<file path="config.mk">
export PLATFORM = sky130hd
export DESIGN_NAME = product_rescaler
export DESIGN_NICKNAME = d
export VERILOG_FILES = /design/src/rtl/product_rescaler_pkg.sv /design/src/rtl/product_rescaler_sat_counter.sv /design/src/rtl/product_rescaler.sv
export SDC_FILE = /design/constraint.sdc
export NUM_CORES = 1
export LEC_CHECK = 0
export CORE_MARGIN = 4
export CORE_UTILIZATION = 40
export CTS_CLUSTER_SIZE = 14
export DETAILED_ROUTE_END_ITERATION = 8
export HOLD_SLACK_MARGIN = 0.02
export PLACE_DENSITY = 0.63
export SYNTH_ARGS = -nofsm -noshare
export SYNTH_HDL_FRONTEND = slang
export SYNTH_SLANG_ARGS = --single-unit
</file>
<file path="constraint.sdc">
create_clock -name clk -period 3.5 [get_ports clk]
set_input_delay 0.525 -clock clk [delete_from_list [all_inputs] [get_ports clk]]
set_output_delay 0.525 -clock clk [all_outputs]
set_load 0.02 [all_outputs]
</file>
<file path="src/rtl/product_rescaler_pkg.sv">
// Shared datapath constants and types for the approximate multiplier
// (input shifter, core multiplier and product rescaler).
package product_rescaler_pkg;

   localparam int BITWIDTH        = 8;
   localparam int SHIFTDISTANCE   = 4;
   localparam int OSFM_BITWIDTH_I = BITWIDTH - SHIFTDISTANCE;

   // Count of truncated operands travelling with a product: 0, 1 or 2.
   typedef logic [1:0] nshift_t;

   function automatic int out_prod_width(input int bitwidth);
      return 2 * bitwidth;
   endfunction

endpackage

</file>
<file path="src/rtl/product_rescaler_sat_counter.sv">
// Saturating up-counter with synchronous clear; clear wins over increment.
module product_rescaler_sat_counter #(
   parameter int WIDTH = 16
) (
   input  logic             clk,
   input  logic             rst,
   input  logic             clr_i,
   input  logic             inc_i,
   output logic [WIDTH-1:0] count_o
);

   logic [WIDTH-1:0] count_q;
   logic [WIDTH-1:0] count_d;

   always_comb begin
      count_d = count_q;
      if (clr_i) begin
         count_d = '0;
      end else if (inc_i && (count_q != '1)) begin
         count_d = count_q + WIDTH'(1);
      end
   end

   always_ff @(posedge clk) begin
      if (rst) begin
         count_q <= '0;
      end else begin
         count_q <= count_d;
      end
   end

   assign count_o = count_q;

endmodule

</file>
<file path="src/rtl/product_rescaler.sv">
// Restores full 2*BITWIDTH scale of a reduced-width product by shifting it left
// once per truncated operand; 2-stage valid/ready pipeline plus truncation stats.
module product_rescaler #(
   parameter int BITWIDTH      = product_rescaler_pkg::BITWIDTH,
   parameter int SHIFTDISTANCE = product_rescaler_pkg::SHIFTDISTANCE,
   parameter int CNT_WIDTH     = 16
) (
   input  logic                                     clk,
   input  logic                                     rst,
   input  logic                                     in_valid,
   output logic                                     in_ready,
   input  logic [2*(BITWIDTH-SHIFTDISTANCE)-1:0]    in_prod,
   input  logic                                     in_shift_possible_a,
   input  logic                                     in_shift_possible_b,
   output logic                                     out_valid,
   input  logic                                     out_ready,
   output logic [2*BITWIDTH-1:0]                    out_prod,
   output logic [CNT_WIDTH-1:0]                     trunc_count,
   output logic [CNT_WIDTH-1:0]                     total_count,
   input  logic                                     clr_stats
);

   import product_rescaler_pkg::*;

   localparam int OSFM_BITWIDTH_I = BITWIDTH - SHIFTDISTANCE;
   localparam int IN_W           = 2 * OSFM_BITWIDTH_I;
   localparam int PROD_W         = out_prod_width(BITWIDTH);

   logic              en;
   logic              accept;
   nshift_t           nshift_in;

   logic              s1_valid_q;
   logic [IN_W-1:0]   s1_prod_q;
   nshift_t           s1_nshift_q;

   logic              out_valid_q;
   logic [PROD_W-1:0] out_prod_q;
   logic [PROD_W-1:0] out_prod_d;

   assign en        = out_ready | ~out_valid_q;
   assign in_ready  = en;
   assign accept    = in_valid & en;
   assign nshift_in = {1'b0, ~in_shift_possible_a} + {1'b0, ~in_shift_possible_b};

   // Max shift (2*SHIFTDISTANCE) plus IN_W is exactly PROD_W, so nothing is lost.
   assign out_prod_d = PROD_W'(s1_prod_q) << (SHIFTDISTANCE * int'(s1_nshift_q));

   always_ff @(posedge clk) begin
      if (rst) begin
         s1_valid_q  <= 1'b0;
         s1_prod_q   <= '0;
         s1_nshift_q <= '0;
         out_valid_q <= 1'b0;
         out_prod_q  <= '0;
      end else if (en) begin
         s1_valid_q  <= in_valid;
         s1_prod_q   <= in_prod;
         s1_nshift_q <= nshift_in;
         out_valid_q <= s1_valid_q;
         out_prod_q  <= out_prod_d;
      end
   end

   assign out_valid = out_valid_q;
   assign out_prod  = out_prod_q;

   product_rescaler_sat_counter #(.WIDTH(CNT_WIDTH)) u_total_cnt (
      .clk     (clk),
      .rst     (rst),
      .clr_i   (clr_stats),
      .inc_i   (accept),
      .count_o (total_count)
   );

   product_rescaler_sat_counter #(.WIDTH(CNT_WIDTH)) u_trunc_cnt (
      .clk     (clk),
      .rst     (rst),
      .clr_i   (clr_stats),
      .inc_i   (accept & (nshift_in != 2'd0)),
      .count_o (trunc_count)
   );

endmodule

</file>
# Yosys cells after proc, flatten, opt, wreduce, memory -nomap -nowiden
# Cells that the tools add are included.
# op_classes
add_sub_neg	3
bitwise_logic	6
reduce_logical	4
shift	1
n_eq_ne	2
# op_table
op	n
adder 16 x 1 -> 16 bit (second input constant)	2
inequality test 16 bit (second input constant)	2
left shift 8 x 4 -> 16 bit	1
NOT 1 bit	3
adder 1 x 1 -> 2 bit	1
bitwise AND 1 bit	2
logical AND 1 bit	2
nonzero test 2 bit	1
OR reduction 2 bit	1
OR 1 bit	1
# totals
register_bits	60
output_inout_bits	50
word_cells	23
inputBits	15

# Logic depth before layout (Yosys ltp)
# depth
ltp_word	5
mapped_depth	8

# Modules after synthesis
# A second synthesis with hierarchy kept.
# unflattened
cells_unflattened	337
area_unflattened_um2	3015.4
# modules_own_cells
module	area_per_inst_um2	cells_each	n_inst
product_rescaler_sat_counter	917.1	102	2
product_rescaler	1181.1	133	1

# Worst setup path after synthesis
# OpenSTA, ideal clock, no wires.
# synth_timing
path_type	register -> register
from	register u_trunc_cnt.count_q[0] (netlist: u_trunc_cnt.count_o[0])
to	register u_trunc_cnt.count_q[7] (netlist: u_trunc_cnt.count_o[7])
setup_time_ns	0.128
t_required_ns	3.372
arrival_time_ns	1.693
period_less_slack_ns	1.821
path_stages_with_launch	8
n_path_buf	1
slack_ns	1.679
path_cell_list	dfxtp_1 ha_1 nand4_1 nor4_2 buf_4 nor4_1 xnor2_1 nor2_1
# synth_via
elab_chain_cells	2
# synth_lines
item	line_no	rtl
start, declared	product_rescaler_sat_counter.sv:12	logic [WIDTH-1:0] count_q;
start signal, assigned	product_rescaler_sat_counter.sv:28	count_q <= count_d;
parallel branches: the longest is 2 deep, another holds adder 16 x 1 -> 16 bit	-	
# Parallel ways; which one is timed is not known.
# A chain may end at the register's enable or synchronous reset.

# Final worst setup path
# layout_timing
from	input out_ready
to	output in_ready
# layout_via
elab_chain_cells	1
# layout_lines
item	line_no	rtl
start, declared	product_rescaler.sv:16	input logic out_ready,
OR 1 bit	product_rescaler.sv:41	assign en = out_ready | ~out_valid_q;
end, declared	product_rescaler.sv:11	output logic in_ready,
# No other way between the ends.

==> results.json <==
{
  "ff2ff_setup_slack_ps": 1380,
  "ys_top_cells_by_area": "dfxtp_1, xnor2_1, nor2_1",
  "wire_per_inst_um": 14.2,
  "hold_slack_ps": 469,
  "pwr-share-comb": 0.075,
  "grt_pass1_wl_um": 11000,
  "num_rows": 29,
  "status": "finished clean",
  "dieHeight_um": 90.9,
  "fin_cells": 454,
  "synth_area_per_cell_um2": 8.92,
  "wl_met1_um": 2980,
  "startpoint": "out_ready",
  "finalCritPeriodShare": 0.686,
  "max_freq_ghz": 0.416,
  "fillerInstances": 615,
  "yosysMostFrequentCell": "dfxtp_1",
  "ir_worst_vdd_mv": 0.217,
  "r2r_cells": 7,
  "crit_path_cell_trace": "clkdlybuf4s50_1, nor2b_4, clkinv_4, clkdlybuf4s50_1",
  "cts.clk_slew.worst_paths_ps": 70,
  "async_flop_share": 0,
  "hold_violations": 0,
  "worst_pin_slew_ps": 579,
  "clockRootBuffer": "clkbuf_8",
  "num_antenna_cells": 0,
  "ys_top_cells_by_count": "dfxtp_1, nor2_1, nand2_1, xnor2_1, nor3_1",
  "cts_sinks": 60,
  "route.met3.wl_um": 330,
  "drt_iter0_drc": 140,
  "routed_wl_um": 6440,
  "stdcell_area_mm2": 0.00369,
  "num-nets-final": 391,
  "start_util": 0.423,
  "grt_usage": 0.163,
  "seqPwrFrac": 0.443,
  "synth_edf_count": 0,
  "dpl.cell_count": 438,
  "synth_largest_area_cell": "dfxtp_1",
  "dr.max_layer_used": "met4",
  "yosysUniqueCellTypes": 41,
  "end_kind": "output pin",
  "syn_area_mm2": 0.00275,
  "synth_nets": 327,
  "syn_inst": 308,
  "cts_tree": "yes",
  "final_core_util": 0.568,
  "finalSetupTns_ps": 0,
  "synth_ff_type": "dfxtp_1",
  "cts.htree.levels": 3,
  "min_path_type": "reg2reg",
  "grt_pass1_vias": 2330,
  "post-route-drc-count": 0,
  "hold_path_depth": 2,
  "relSlewSlack": 0.611,
  "crit_type": "in2out",
  "muxShareOfSynthArea": 0.0164,
  "ios": 65,
  "fin_crit_ps": 2400,
  "post-place-ws_ps": 1080,
  "finalSetupViolCount": 0,
  "p_leak_nw": 1.28,
  "slowest_delay_ps": 580,
  "critical_path_arrival_ps": 1880,
  "netlist.area_leader.share": 0.437,
  "p_sw_frac": 0.215,
  "core_area_mm2": 0.00649,
  "crit_required_ps": 2970,
  "cts_inserted_buffers": 9,
  "min_to": "s1_valid_q$_SDFFE_PP0P_",
  "critPathMaxFanout": 19,
  "slew_viol_final": 0,
  "via_count": 2396,
  "synth_top_family_by_area": "simple AND/OR/NAND/NOR gates",
  "cp_slowest_cell": "clkdlybuf4s50_1",
  "worstHoldStart": "s1_valid_q$_SDFFE_PP0P_",
  "yosys.area_share.xor_xnor": 0.0733,
  "dieArea_mm2": 0.00826,
  "synth_compound_area_frac": 0.0979,
  "portBuffers": 64,
  "setup_slack_ps": 1100,
  "rr_startpoint": "u_trunc_cnt.count_o[0]$_SDFFE_PP0P_",
  "die_w_um": 90.9,
  "ys_seq_area_frac": 0.437,
  "grt_setup_unrepaired": "false",
  "wl_met2_um": 3040,
  "r2r-end": "u_trunc_cnt.count_o[0]$_SDFFE_PP0P_",
  "yosysWarningCount": 0,
  "drt.antenna.violating_nets": 0,
  "clock_skew_ps": 6.89,
  "antenna_found_initial": 0,
  "worstSetupStartpointType": "input pin",
  "drt-pass1-iter-count": 4,
  "drive_gt1_frac": 0.103,
  "p_switching_mw": 0.348,
  "dp_hpwl_um": 4440,
  "cap_violations": 0,
  "synthAdderAreaFrac": 0.0182,
  "vias_per_cell": 5.28,
  "cts_buffer_depth": 2,
  "gp_congestion": 0.767,
  "area_growth_pct": 34.2,
  "overflow": 0,
  "internal-power_mw": 1.27,
  "cts_resized": 0,
  "total_power_mw": 1.62,
  "grt_max_degree": 32,
  "synth_seq_cells": 60,
  "clk_latency_ps": 330,
  "synthSimpleGateAreaFrac": 0.322,
  "p_per_area_mw_per_mm2": 438,
  "hold_buffers": 0,
  "p_clk_frac": 0.482,
  "cpMostUsedCell": "clkdlybuf4s50_1",
  "placed_area_mm2": 0.00344,
  "postCtsSetupBuffers": 0
}
-- cell type report --
class                           count  area [um^2]  area share
Inverter                            5         23.8     0.00645
Clock inverter                      4         95.1      0.0258
Tap cell                           77         96.3      0.0261
Sequential cell                    60         1200       0.326
Timing Repair Buffer               67          663       0.180
Multi-Input combinational cell    229         1450       0.394
Clock buffer                       12          155      0.0421
-- worst max-delay path by stage --
| stage | end | slack (ps) | cells after the start |
|---|---|---|---|
| 2_1_floorplan | u_trunc_cnt.count_o[7]$_SDFFE_PP0P_ | 1680 | 7 |
| 3_3_place_gp | in_ready | 1090 | 4 |
| 3_5_place_dp | in_ready | 1080 | 4 |
| 4_1_cts | in_ready | 1080 | 4 |
| 5_1_grt | in_ready | 1030 | 4 |
| 6_report | in_ready | 1100 | 4 |
-- power by group through the flow --
stage | logic, mW | clock network, mW | registers [mW]
final | 0.121 | 0.778 | 0.716
after global routing | 0.134 | 0.830 | 0.719
after CTS | 0.123 | 0.793 | 0.716
after detailed placement | 0.123 | 0 | 0.731
after global placement | 0.122 | 0 | 0.731
after floorplan | 0.0636 | 0 | 0.738
-- logic make-up after synthesis --
logic type / after synthesis
AOI/OAI and AO/OA: 42
muxes: 4
buffers and inverters: 19
xor gates and xnor gates: 23
adders and majority gates: 4
and+or+nand+nor: 156
DFF: 60
-- flip-flops by register name, indices dropped and copies added (netlist names) --
signal               flops
u_trunc_cnt.count_o     16
s1_nshift_q              2
s1_valid_q               1
out_valid                1
s1_prod_q                8
u_total_cnt.count_o     16
out_prod                16
-- layout by cell type (no fill, tap or decap), types with 6 or more instances in the layout --
cell             count
dfxtp_1             60
nand4_1              8
clkdlybuf4s50_1     64
nand3_1              8
a22oi_1             12
a21oi_1             16
nand2_1             32
nor4_2               6
nor3_1              18
xnor2_1             23
nor2_1              50
clkbuf_8            11
-- routing by layer --
layer / track usage / vias to the layer above
li1: - / 1220
met1: 0.213 / 1103
met2: 0.258 / 64
met3: 0.0342 / 9
met4: 0.0754 / 0
met5: 0 / -
-- worst max-delay path: cells and delay by family --
kind	cells	cell delay, ps
buf+inv	3	1180
simple gates	1	170
No activity file was read; power rests on OpenSTA's default activity.
